File: config.mk
export PLATFORM = sky130hd
export DESIGN_NAME = cpu_control_unit
export DESIGN_NICKNAME = d
export VERILOG_FILES = /design/src/rtl/cpu_pkg.sv /design/src/rtl/pc_unit.sv /design/src/rtl/cpu_control_unit.sv
export SDC_FILE = /design/constraint.sdc
export NUM_CORES = 1
export LEC_CHECK = 0
export ABC_CLOCK_PERIOD_IN_PS = 11100
export BUFFER_PORTS_ARGS = -buffer_cell sky130_fd_sc_hd__buf_2
export CAP_MARGIN = 25
export CORE_ASPECT_RATIO = 0.6
export CORE_MARGIN = 5
export CORE_UTILIZATION = 30
export DETAILED_ROUTE_END_ITERATION = 16
export SETUP_SLACK_MARGIN = 0.1
export SLEW_MARGIN = 20
export SYNTH_ARGS = -nofsm -noshare
export SYNTH_HDL_FRONTEND = slang
export SYNTH_SLANG_ARGS = --single-unit
File: constraint.sdc
create_clock -name CLK -period 11.1 [get_ports CLK]
set_clock_uncertainty 0.05 [all_clocks]
set_input_delay 1.11 -clock CLK [delete_from_list [all_inputs] [get_ports CLK]]
set_output_delay 1.11 -clock CLK [all_outputs]
set_load 0.02 [all_outputs]
File: src/rtl/cpu_pkg.sv
// rtl/cpu_pkg.sv - opcodes, ALU select codes, instruction fields and decode table
package cpu_pkg;

  localparam int OP_MSB   = 31;
  localparam int OP_LSB   = 24;
  localparam int DEST_MSB = 23;
  localparam int DEST_LSB = 16;
  localparam int SRC1_MSB = 15;
  localparam int SRC1_LSB = 8;
  localparam int SRC2_MSB = 7;
  localparam int SRC2_LSB = 0;

  localparam logic [7:0] OP_LOADI = 8'h00;
  localparam logic [7:0] OP_MOV   = 8'h01;
  localparam logic [7:0] OP_ADD   = 8'h02;
  localparam logic [7:0] OP_SUB   = 8'h03;
  localparam logic [7:0] OP_AND   = 8'h04;
  localparam logic [7:0] OP_OR    = 8'h05;
  localparam logic [7:0] OP_J     = 8'h06;
  localparam logic [7:0] OP_BEQ   = 8'h07;
  localparam logic [7:0] OP_MULT  = 8'h08;
  localparam logic [7:0] OP_SLL   = 8'h09;
  localparam logic [7:0] OP_SRA   = 8'h0A;
  localparam logic [7:0] OP_ROR   = 8'h0B;
  localparam logic [7:0] OP_BNE   = 8'h0C;

  typedef enum logic [2:0] {
    ALU_FWD  = 3'b000,
    ALU_ADD  = 3'b001,
    ALU_AND  = 3'b010,
    ALU_OR   = 3'b011,
    ALU_MULT = 3'b100,
    ALU_SL   = 3'b101,
    ALU_SRA  = 3'b110,
    ALU_ROR  = 3'b111
  } alu_op_t;

  typedef struct packed {
    alu_op_t alu_op;
    logic    write_en;
    logic    imm_sel;
    logic    neg_sel;
    logic    is_jump;
    logic    is_beq;
    logic    is_bne;
    logic    illegal;
  } ctrl_t;

  // Undefined opcodes fall through to a NOP with only the illegal bit set.
  function automatic ctrl_t decode_op(input logic [7:0] op);
    ctrl_t c;
    c = '0;
    c.alu_op = ALU_FWD;
    case (op)
      OP_LOADI: begin c.write_en = 1'b1; c.imm_sel = 1'b1; end
      OP_MOV:   begin c.write_en = 1'b1; end
      OP_ADD:   begin c.alu_op = ALU_ADD; c.write_en = 1'b1; end
      OP_SUB:   begin c.alu_op = ALU_ADD; c.write_en = 1'b1; c.neg_sel = 1'b1; end
      OP_AND:   begin c.alu_op = ALU_AND; c.write_en = 1'b1; end
      OP_OR:    begin c.alu_op = ALU_OR; c.write_en = 1'b1; end
      OP_J:     begin c.is_jump = 1'b1; end
      OP_BEQ:   begin c.alu_op = ALU_ADD; c.neg_sel = 1'b1; c.is_beq = 1'b1; end
      OP_MULT:  begin c.alu_op = ALU_MULT; c.write_en = 1'b1; end
      OP_SLL:   begin c.alu_op = ALU_SL; c.write_en = 1'b1; c.imm_sel = 1'b1; end
      OP_SRA:   begin c.alu_op = ALU_SRA; c.write_en = 1'b1; c.imm_sel = 1'b1; end
      OP_ROR:   begin c.alu_op = ALU_ROR; c.write_en = 1'b1; c.imm_sel = 1'b1; end
      OP_BNE:   begin c.alu_op = ALU_ADD; c.neg_sel = 1'b1; c.is_bne = 1'b1; end
      default:  begin c.illegal = 1'b1; end
    endcase
    return c;
  endfunction

endpackage

File: src/rtl/pc_unit.sv
// rtl/pc_unit.sv - program counter register with sequential and branch-target next-PC
module pc_unit #(
  parameter int PC_WIDTH = 32
) (
  input  logic                clk,
  input  logic                reset,
  input  logic                advance,
  input  logic                take_target,
  input  logic [7:0]          offset,
  output logic [PC_WIDTH-1:0] pc
);

  logic [PC_WIDTH-1:0] pc_plus4;
  logic [PC_WIDTH-1:0] offset_ext;
  logic [PC_WIDTH-1:0] branch_target;
  logic [PC_WIDTH-1:0] next_pc;

  // Word offset: sign-extend the 8-bit field and scale by 4.
  assign pc_plus4      = pc + PC_WIDTH'(4);
  assign offset_ext    = {{(PC_WIDTH-10){offset[7]}}, offset, 2'b00};
  assign branch_target = pc_plus4 + offset_ext;
  assign next_pc       = take_target ? branch_target : pc_plus4;

  always_ff @(posedge clk) begin
    if (reset) begin
      pc <= '0;
    end else if (advance) begin
      pc <= next_pc;
    end
  end

endmodule

File: src/rtl/cpu_control_unit.sv
// rtl/cpu_control_unit.sv - instruction decoder, PC owner, illegal flag and retire counter
module cpu_control_unit
  import cpu_pkg::*;
#(
  parameter int PC_WIDTH  = 32,
  parameter int CNT_WIDTH = 16
) (
  input  logic                 CLK,
  input  logic                 RESET,
  input  logic [31:0]          INSTRUCTION,
  input  logic                 ZERO,
  input  logic                 BUSYWAIT,
  output logic [PC_WIDTH-1:0]  PC,
  output logic [2:0]           ALUOP,
  output logic                 WRITEENABLE,
  output logic                 IMM_SEL,
  output logic                 NEG_SEL,
  output logic                 ILLEGAL,
  output logic [CNT_WIDTH-1:0] RETIRED
);

  logic [7:0] opcode;
  logic [7:0] offset;
  ctrl_t      ctrl;
  logic       take_target;
  logic       retire;
  logic       unused_fields;

  assign opcode        = INSTRUCTION[OP_MSB:OP_LSB];
  assign offset        = INSTRUCTION[DEST_MSB:DEST_LSB];
  assign unused_fields = ^{INSTRUCTION[SRC1_MSB:SRC1_LSB], INSTRUCTION[SRC2_MSB:SRC2_LSB]};

  assign ctrl = decode_op(opcode);

  assign ALUOP       = ctrl.alu_op;
  assign IMM_SEL     = ctrl.imm_sel;
  assign NEG_SEL     = ctrl.neg_sel;
  assign WRITEENABLE = ctrl.write_en & ~BUSYWAIT & ~RESET;

  // ZERO is sampled at the retiring edge, so branches resolve with no delay slot.
  assign take_target = ctrl.is_jump | (ctrl.is_beq & ZERO) | (ctrl.is_bne & ~ZERO);
  assign retire      = ~BUSYWAIT;

  pc_unit #(
    .PC_WIDTH(PC_WIDTH)
  ) u_pc_unit (
    .clk        (CLK),
    .reset      (RESET),
    .advance    (retire),
    .take_target(take_target),
    .offset     (offset),
    .pc         (PC)
  );

  always_ff @(posedge CLK) begin
    if (RESET) begin
      ILLEGAL <= 1'b0;
      RETIRED <= '0;
    end else if (retire) begin
      if (ctrl.illegal) begin
        ILLEGAL <= 1'b1;
      end
      if (RETIRED != {CNT_WIDTH{1'b1}}) begin
        RETIRED <= RETIRED + CNT_WIDTH'(1);
      end
    end
  end

endmodule

# [After elaboration in Yosys (flattened, before gate mapping)]
# Cells that the tools add are included.
[word_totals] wordCells=45 ff_bits=49
[classes] reduce_logical=8 n_addsub=3 n_eq_ne=13 n_bitwise=10 mux=8
[ops] operator="8-bit by 4-bit equality test with 1-bit output (second input constant)" count=5
[ops] operator="32-bit by 3-bit adder with 32-bit output (second input constant)" count=1
[ops] operator="32-bit adder" count=1
[ops] operator="8-bit by 3-bit equality test with 1-bit output (second input constant)" count=4
[ops] operator="32-bit two-way mux" count=1
[ops] operator="3-bit case mux with 7 select lines" count=1
[ops] operator="16-bit by 1-bit adder with 16-bit output (second input constant)" count=1
[ops] operator="8-bit by 2-bit equality test with 1-bit output (second input constant)" count=2
[ops] operator="16-bit inequality test (second input constant)" count=1
[ops] operator="13-bit OR reduction" count=1
[ops] operator="10-bit OR reduction" count=1
[ops] operator="8-bit by 1-bit equality test with 1-bit output (second input constant)" count=1
[ops] operator="8-bit logical NOT" count=1
[ops] operator="4-bit OR reduction" count=2
[ops] operator="1-bit two-way mux" count=6
[ops] operator="1-bit AND" count=4
[ops] operator="1-bit inverter" count=4
[ops] operator="2-bit AND reduction" count=2
[ops] operator="3-bit OR reduction" count=1
[ops] operator="1-bit bitwise OR" count=2

# [Logic depth before layout (Yosys ltp)]
# Gate-level depths: netlist of run 1.
[depth] depth_word=6 depth_mapped=17

# [By module]
# From an unflattened synthesis of run 1, not the netlist that was laid out.
[hier_totals] hier_cells=602 area_unflattened_um2=4619.4
[modules_own_cells] mod="pc_unit" cells_per_inst=477 area_per_inst_um2=3608.5 instances=1
[modules_own_cells] mod="cpu_control_unit" cells_per_inst=125 area_per_inst_um2=1011.0 instances=1

# [Worst setup path before layout of run 1]
# Ideal clock, no wire load.
[synth_timing] path_kind="reg2reg" from="reg u_pc_unit.pc[8]" to="reg u_pc_unit.pc[31]" setup_ps=123 stages_incl_launch_ff=17 setup_slack_ps=7003 t_arrival_ps=3924 period_less_slack_ps=4097 path_cell_list="dfxtp_1 > and4_4 > nand4_4 > or3b_1 > buf_6 > nor3_1 > xnor2_1 > ha_1 > clkbuf_1 > nand4_1 > or2_2 > nor2_1 > o21ai_1 > a31oi_1 > mux2i_1 > mux2i_1 > mux2_1"
[synth_via] elab_chain_cells=3
[synth_rtl] item="from (decl)" line_no="pc_unit.sv:10" source="output logic [PC_WIDTH-1:0] pc"
[synth_rtl] item="from (signal assigned)" line_no="pc_unit.sv:28" source="pc <= next_pc;"
[synth_rtl] item="32-bit by 3-bit adder with 32-bit output (*)" line_no="pc_unit.sv:19" source="assign pc_plus4 = pc + PC_WIDTH'(4);"
[synth_rtl] item="32-bit adder" line_no="pc_unit.sv:21" source="assign branch_target = pc_plus4 + offset_ext;"
[synth_rtl] item="32-bit two-way mux (*)" line_no="pc_unit.sv:22" source="assign next_pc = take_target ? branch_target : pc_plus4;"
# Every way passes the cells marked *; elsewhere a longest branch is shown, timed or not.
# A chain may end at the register's enable or synchronous reset.

# [Worst setup path in the final report of run 1]
[layout_timing] from="reg u_pc_unit.pc[4]" to="reg u_pc_unit.pc[31]"
# The elaborated chain is that of the path after synthesis.

==> results.cfg, run 1 <==
[global_route]
grt_use_total = 0.1532
grt_overflow_total = 0
grt_pass1_wl_mm = 22.91
antenna_found_initial = 1
grt_pass1_vias = 4354
grt_start_max_net_pins = 55

[setup_path]
r2r_cells = 15
crit_start = u_pc_unit.pc[4]
r2r_start = u_pc_unit.pc[4]
path_class = register to register
r2r_end = u_pc_unit.pc[31]
crit_path_max_fanout = 8
cpMostUsedCell = mux2i_1
cp_data_required_time_ns = 11.24
crit_buf_inv = 0
crit_path_start_kind = register
r2r_setup_slack_ns = 6.44
crit_chain = and4_1, and3_1, nand2b_1, nor4_1, nand3_1, xnor2_1, ha_1, nand2_1, or2_2, nor2_1, o21ai_1, a31oi_1, mux2i_1, mux2i_1, mux2_1
worst_path_max_delay_cell = nor4_1
critPathTopFamily = simple AND/OR/NAND/NOR gates
cpPeakStageDelay_ns = 0.59
cp.arrival_ns = 4.80
worst_setup_path_end_kind = register

[detailed_routing]
vias_per_cell = 5.417
via_count = 4789
wirelength_mm = 14.20
wire_per_inst_um = 16.06
final_antenna_net_count = 0
drt_pass1_iterations = 6
drc = 0
drt-initial-drc-count = 369

[die]
initial_utilization = 0.3047
rows = 35
die_h_um = 106.7
die-area_um2 = 18250
core-area_um2 = 15330
die_w_um = 171.1
io_pins = 91

[cells_and_area]
drive_gt1_frac = 0.1395
antennaDiodeCount = 0
fin_nets = 755
final_cells = 884
syn_to_final_growth_pct = 14.97
n_fill_cell = 1633

[outcome]
status = finished, final reports clean

[synth]
syn_avg_cell_area_um2 = 7.426
syn_inst = 629
synthTopCellsByArea = dfxtp_1, ha_1, a21oi_1, xnor2_1, nor2_1
synth_edf_count = 0
seq_area_frac_synth = 0.2014
synth_top_area_cell = dfxtp_1
synth.distinct_cells = 65
ys_top_cells_by_count = nor2_1, a21oi_1, dfxtp_1, nand2_1, ha_1
ys_ff_latch = 47
syn_area_um2 = 4671
ys_async_sr_fraction = 0
synth_flop_cell = dfxtp_1
synth_top_cell_area_share = 0.2014
yosys_warnings = 0
yosys.cell_count.top_type = nor2_1

[sta]
maxClockFrequency_mhz = 214.4
finalMaxSlewViolations = 0
hold_viol = 0
finalCriticalPeriod_ns = 4.664
tns_ns = 0
slew_headroom = 0.5343
grt_setup_unrepaired = false
worst_pin_slew_ns = 0.6985
setup_viol = 0
post-route-period-util = 0.4201

[power_and_ir_drop]
cellPowerDensity_nw_per_um2 = 79.07
p_total_uw = 424.6
p_leak_nw = 2.306
peakVddDrop_mv = 0.05667

[hold_path]
hp-class = register to register
min_from = ILLEGAL
hold_depth = 2
hold_end = ILLEGAL

[clocking]
cts_tree = yes
clock_path_buffers = 2
hold_buffers = 0
ctsResizeCount = 0
cts_root_buffer = clkbuf_16
clkLatencyLatePin_ns = 0.30
cts_buffers = 5
htree_levels = 2
cts.sinks = 47
cts.clk_slew.worst_paths_ns = 0.08
post_cts_buffers = 0

[placed_design]
place_congestion = 0.9002
port_buffers = 72
dpl.cell_count = 874
hpwl_mm = 10.56

[flow_run]
drv_cap = 0
-- worst max path at each step --
stage,to,cells after the start
floorplan,u_pc_unit.pc[31],16
global placement,u_pc_unit.pc[31],15
detailed placement,u_pc_unit.pc[31],15
CTS,u_pc_unit.pc[31],15
global route,u_pc_unit.pc[29],14
finish,u_pc_unit.pc[31],15
-- kinds of logic (layout without fill, tap and decap cells) --
group	count (synthesis)	after routing	synth area share
AOI/OAI and AO/OA	185	185	0.2566
DFF	47	47	0.2014
muxes	7	7	0.01527
other	1	2	0.0008029
buffers and inverters	49	100	0.04286
and+or+nand+nor	243	243	0.2681
xor gates and xnor gates	58	58	0.1088
adders and majority gates	39	39	0.1061
-- metrics by stage --
step                area [um^2]  worst slack [ns]  hold slack, ns    util
floorplan                  4674             7.003          0.5160       -
global placement           5175             6.515          0.3987  0.3376
detailed placement         5175             6.551          0.4159  0.3376
CTS                        5328             6.504          0.4331  0.3476
global route               5370             6.146          0.4701  0.3504
finish                     5370             6.436          0.4350  0.3504
-- placed cells by master, fill, tap and decap left out, types with 18 or more instances in the layout --
master | netlist | layout
ha_1 | 38 | 38
nand3_1 | 27 | 27
o21ai_0 | 29 | 29
xnor2_1 | 34 | 34
nor2_1 | 68 | 68
dfxtp_1 | 47 | 47
xor2_1 | 24 | 24
buf_2 | 1 | 72
a21o_1 | 19 | 19
a21oi_1 | 61 | 60
nor3_1 | 21 | 21
nand2_1 | 47 | 47
and3_1 | 18 | 18
-- worst min-delay path, delay by kind of cell (launching register included) --
family           cells  cell delay, ns
AO/OA/AOI/OAI        1            0.04
flip-flops           1            0.34
AND/OR/NAND/NOR      1            0.07
-- report_power, final --
part	switching, mW	internal, mW	leakage, nW
Clock	0.0772	0.0862	0.0723
Combinational	0.0527	0.0318	1.85
Sequential	0.00503	0.172	0.381
-- state kept, by name, indices dropped and copies added, names as in the netlist --
name,count
u_pc_unit.pc,30
RETIRED,16
ILLEGAL,1
-- routing by layer --
metal,share of wire,global-route usage,routed length [um]
met1,0.53,0.2511,7486
met2,0.37,0.2035,5263
met3,0.099,0.03721,1409
met4,0.0020,0.01300,29
met5,0.00077,0,11
-- layout make-up --
cell class,count,area [um^2],share of cell area
tap,203,254.0,0.04730
multi-input combinational,534,3545,0.6601
sequential,47,940.9,0.1752
timing repair buffer,76,417.9,0.07782
inverter,16,60.06,0.01118
clock buffer,5,125.1,0.02330
clock inverter,3,27.53,0.005126
Power figures use the tool's default switching activity.
==> run 2, diff against run 1 <==
--- a/config.mk
+++ b/config.mk
@@ -5,7 +5,7 @@
 export SDC_FILE = /design/constraint.sdc
 export NUM_CORES = 1
 export LEC_CHECK = 0
-export ABC_CLOCK_PERIOD_IN_PS = 11100
+export ABC_CLOCK_PERIOD_IN_PS = 3750
 export BUFFER_PORTS_ARGS = -buffer_cell sky130_fd_sc_hd__buf_2
 export CAP_MARGIN = 25
 export CORE_ASPECT_RATIO = 0.6
==> constraint.sdc (replaced) <==
create_clock -name CLK -period 3.75 [get_ports CLK]
set_clock_uncertainty 0.05 [all_clocks]
set_input_delay 0.375 -clock CLK [delete_from_list [all_inputs] [get_ports CLK]]
set_output_delay 0.375 -clock CLK [all_outputs]
set_load 0.02 [all_outputs]
==> run 2 against run 1 <==
The run now ends with negative setup slack left. Hold slack better by 0.018 ns. Critical path type unchanged. Register-to-register slack worse by 6.5 ns. Largest power group unchanged. Clock power grew to 2.9 times the previous value. Design area is 22% higher. Via count is 9.7% higher. Power grew to 3.1 times the previous value. Die area stayed put. Critical path depth stayed put. Largest cell class unchanged. Non-clock buffer count is 110 higher. Count of clock-buffer cells in the layout stayed put. Routed wire length is 15% higher. Fmax is 23% higher. Highest routed layer is now met4.
==> results.cfg, run 2 (same netlist as run 1, synthesis figures left out) <==
[setup_path]
crit_path_max_fanout = 3
cp.arrival_ns = 3.93
r2r_start = u_pc_unit.pc[6]
crit_start = u_pc_unit.pc[6]
crit_path_start_kind = register
cp_data_required_time_ns = 3.89
worst_setup_path_end_kind = register
path_class = register to register

[cells_and_area]
mostFrequentLayoutCell = buf_4
fin_util = 0.4273
antennaDiodeCount = 0
syn_to_final_growth_pct = 40.21
drive_gt1_frac = 0.3489
fin_nets = 865
final_cell_mix = buf_4, buf_2, nor2_1, a21oi_1, nand2_1
top_regs = u_pc_unit.pc: 30 flops, RETIRED: 16 flops, ILLEGAL: 1 flops
largest_reg_flops = 30
n_fill_cell = 1527
max_flop_register = u_pc_unit.pc

[sta]
worst_pin_slew_ns = 1.084
setup_viol = 1
finalCriticalPeriod_ns = 3.788
grt_setup_unrepaired = true
finalMaxSlewViolations = 0
tns_ns = -0.03770
post-route-period-util = 1.010
setup_slack_ns = -0.03770
hold_viol = 0
slew_headroom = 0.2776
maxClockFrequency_mhz = 264.0

[detailed_routing]
vias_per_cell = 5.284
drt-initial-drc-count = 433
drc = 0
via_count = 5252
drt_pass1_iterations = 5
wirelength_mm = 16.33
final_antenna_net_count = 0
wire_per_inst_um = 16.43

[placed_design]
place_ws_ns = -0.1693
hpwl_mm = 12.41
place_congestion = 0.8973
port_buffers = 72

[die]
initial_utilization = 0.3047
io_pins = 91
rows = 35
die_h_um = 106.7
die-area_um2 = 18250
core-area_um2 = 15330
die_w_um = 171.1

[clocking]
cts_tree = yes
cts.sinks = 47
htree_levels = 2
hold_buffers = 0
clock_path_buffers = 2
cts_buffers = 5
clkLatencyLatePin_ns = 0.29
cts.clk_slew.worst_paths_ns = 0.08
cts_root_buffer = clkbuf_16

[flow_run]
drv_cap = 0

[power_and_ir_drop]
cellPowerDensity_nw_per_um2 = 199.4
p_leak_nw = 2.988
peakVddDrop_mv = 0.1921
p_total_mw = 1.306

[global_route]
grt_pass1_vias = 4812
grt_start_max_net_pins = 40
antenna_found_initial = 0
grt_use_total = 0.1749
grt_pass1_wl_mm = 25.83
grt_overflow_total = 0

[hold_path]
hp-class = register to register
min_from = ILLEGAL

[outcome]
status = complete, but fails checks
violations = negative setup slack
-- run 2: area by class of cell --
type	count	area [um^2]	share of cell area
flip-flops and latches	47	977.2	0.1492
multi-input cells	534	3880	0.5925
clock inverters	3	25.02	0.003821
inverters	16	60.06	0.009171
well taps	203	254.0	0.03878
clock buffers	5	125.1	0.01911
repair buffers	186	1227	0.1874
-- run 2: worst paths after layout --
path / cells after the start / slack (ns) / to
setup / recovery: 15 / -0.04 / u_pc_unit.pc[31]
hold / removal: 2 / 0.45 / ILLEGAL
setup reg to reg: 15 / -0.04 / u_pc_unit.pc[31]
hold reg to reg: 2 / 0.45 / ILLEGAL
-- run 2: worst max-delay path: stages, from the launching register on --
cell      delay, ns
dfxtp_4        0.35
and4_4         0.25
and3_4         0.22
nand2b_4       0.07
buf_4          0.16
nor4_4         0.34
nand3_1        0.18
xnor2_2        0.17
ha_1           0.30
and3_1         0.21
a2111o_1       0.39
o21ai_0        0.16
a31oi_4        0.06
mux2i_2        0.22
mux2i_1        0.23
mux2_1         0.33
-- run 2: report_power, final --
part	switching, mW	leakage [nW]	internal [mW]
registers	0.00801	0.389	0.504
clock network	0.220	0.0700	0.250
logic	0.189	2.53	0.135
-- run 2: repair_timing --
action	in CTS	in global routing
pin swaps	13	22
setup buffers	2	8
gates resized for setup	15	54
endpoints found under the setup margin	9	15
-- run 2: routing by layer --
metal / vias up / track usage / routed length [um]
met5: - / 0 / 0
met2: 194 / 0.2280 / 5972
met4: 0 / 0.01865 / 102
met1: 2419 / 0.2941 / 8901
li1: 2630 / - / -
met3: 9 / 0.03390 / 1353
-- run 2: per-stage QoR --
step                std cells  cell area [um^2]  hold slack [ns]
floorplan                 630              4753           0.4646
global placement          977              6013           0.3982
detailed placement        977              6013           0.4277
CTS                       987              6241           0.4500
global route              994              6549           0.5043
finish                    994              6549           0.4526
==> run 3, diff against run 2 <==
--- a/config.mk
+++ b/config.mk
@@ -12,6 +12,7 @@
 export CORE_MARGIN = 5
 export CORE_UTILIZATION = 30
 export DETAILED_ROUTE_END_ITERATION = 16
+export MAX_ROUTING_LAYER = met4
 export SETUP_SLACK_MARGIN = 0.1
 export SLEW_MARGIN = 20
 export SYNTH_ARGS = -nofsm -noshare
==> run 3 against run 2 <==
The flow still finishes with violations (negative setup slack). Global-route usage is 0.51 points higher. Combinational power hardly changed. Via count is 0.65% higher. Cell count stayed put. Fmax is 0.72% higher. Sequential share of layout area hardly changed. Critical path depth stayed put. Critical path type unchanged. Highest routed layer unchanged.
==> results.cfg, run 3 (same netlist as run 1, synthesis figures left out) <==
[die]
die_w_um = 171.1
die-area_um2 = 18250
die_h_um = 106.7
rows = 35
core-area_um2 = 15330
initial_utilization = 0.3047
io_pins = 91

[setup_path]
crit_start = u_pc_unit.pc[6]
cp.arrival_ns = 3.90
cp_data_required_time_ns = 3.89
worst_setup_path_end_kind = register
path_class = register to register
crit_path_start_kind = register
r2r_start = u_pc_unit.pc[6]
crit_path_max_fanout = 3

[detailed_routing]
drc = 0
final_antenna_net_count = 0
drt-initial-drc-count = 434
wirelength_mm = 16.34
vias_per_cell = 5.318
drt_pass1_iterations = 5
via_count = 5286
wire_per_inst_um = 16.43

[cells_and_area]
largest_reg_flops = 30
max_flop_register = u_pc_unit.pc
antennaDiodeCount = 0
syn_to_final_growth_pct = 39.81
top_regs = u_pc_unit.pc: 30 flops, RETIRED: 16 flops, ILLEGAL: 1 flops
drive_gt1_frac = 0.3477
fin_nets = 865
final_cell_mix = buf_4, buf_2, nor2_1, a21oi_1, nand2_1
mostFrequentLayoutCell = buf_4

[outcome]
status = complete, but fails checks
violations = negative setup slack

[clocking]
hold_buffers = 0
cts_root_buffer = clkbuf_16
cts.clk_slew.worst_paths_ns = 0.08
htree_levels = 2
clock_path_buffers = 2
cts.sinks = 47
clkLatencyLatePin_ns = 0.30
cts_tree = yes
cts_buffers = 5

[sta]
maxClockFrequency_mhz = 265.9
post-route-period-util = 1.003
finalCriticalPeriod_ns = 3.760
setup_viol = 1
hold_ws_ns = 0.4517
slew_headroom = 0.2929
worst_pin_slew_ns = 1.061
finalMaxSlewViolations = 0
hold_viol = 0
setup_slack_ns = -0.01044
grt_setup_unrepaired = true

[global_route]
antenna_found_initial = 0
grt_overflow_total = 0
grt_pass1_wl_mm = 25.86
grt_start_max_net_pins = 40
grt_use_total = 0.1800
grt_pass1_vias = 4815

[hold_path]
min_from = INSTRUCTION[30]
hp-class = primary input to register

[flow_run]
drv_cap = 0

[placed_design]
hpwl_mm = 12.41
port_buffers = 72
place_congestion = 0.9126
place_ws_ns = -0.1693

[power_and_ir_drop]
cellPowerDensity_nw_per_um2 = 199.9
peakVddDrop_mv = 0.1930
p_leak_nw = 2.976
## run 3: critical path, stage by stage, from the launching register on
cell and delay, ns:
dfxtp_4 0.35, and4_4 0.25, and3_4 0.22, nand2b_4 0.07, buf_4 0.16, nor4_4 0.32
nand3_1 0.17, xnor2_2 0.17, ha_1 0.30, and3_1 0.21, a2111o_1 0.39, o21ai_0 0.16
a31oi_4 0.06, mux2i_2 0.22, mux2i_1 0.23, mux2_1 0.33
## run 3: worst paths after layout
path	cells after the start	end	slack, ns
hold reg to reg	2	ILLEGAL	0.45
setup / recovery	15	u_pc_unit.pc[31]	-0.01
setup reg to reg	15	u_pc_unit.pc[31]	-0.01
hold / removal	5	ILLEGAL	0.45
## run 3: through the flow
step | instances | total power [mW] | TNS [ns] | util | instance area [um^2]
final | 994 | 1.305 | -0.01044 | 0.4260 | 6530
after global routing | 994 | 1.376 | -0.3189 | 0.4260 | 6530
after global placement | 977 | 0.8215 | -0.2501 | 0.3923 | 6013
after floorplan | 630 | 0.7055 | 0 | - | 4753
after detailed placement | 977 | 0.8237 | -0.2589 | 0.3923 | 6013
after CTS | 987 | 1.297 | -0.01702 | 0.4072 | 6241
## run 3: timing repair
| action | 4_1_cts | 5_1_grt |
|---|---|---|
| endpoints found under the setup margin | 9 | 15 |
| setup buffers | 2 | 8 |
| gates resized for setup | 15 | 52 |
| pin swaps | 13 | 20 |
## run 3: cell type report
class                           instances  area (um^2)
Clock buffer                            5        125.1
Multi-Input combinational cell        534         3861
Timing Repair Buffer                  186         1227
Clock inverter                          3        25.02
Inverter                               16        60.06
Tap cell                              203        254.0
Fill cell                            1532         8797
Sequential cell                        47        977.2
## run 3: routing by layer
metal	vias to the layer above	share of wire	wire length, um	track usage
li1	2625	-	-	-
met2	224	0.37	5976	0.2277
met4	0	0.0059	97	0.01865
met3	9	0.090	1468	0.02948
met1	2428	0.54	8793	0.2977
met5	-	0	0	-
## run 3: power breakdown
group	switching (mW)	total [mW]	internal, mW
logic	0.188	0.323	0.135
clock network	0.220	0.470	0.250
registers	0.00802	0.512	0.504
total	0.416	1.31	0.889
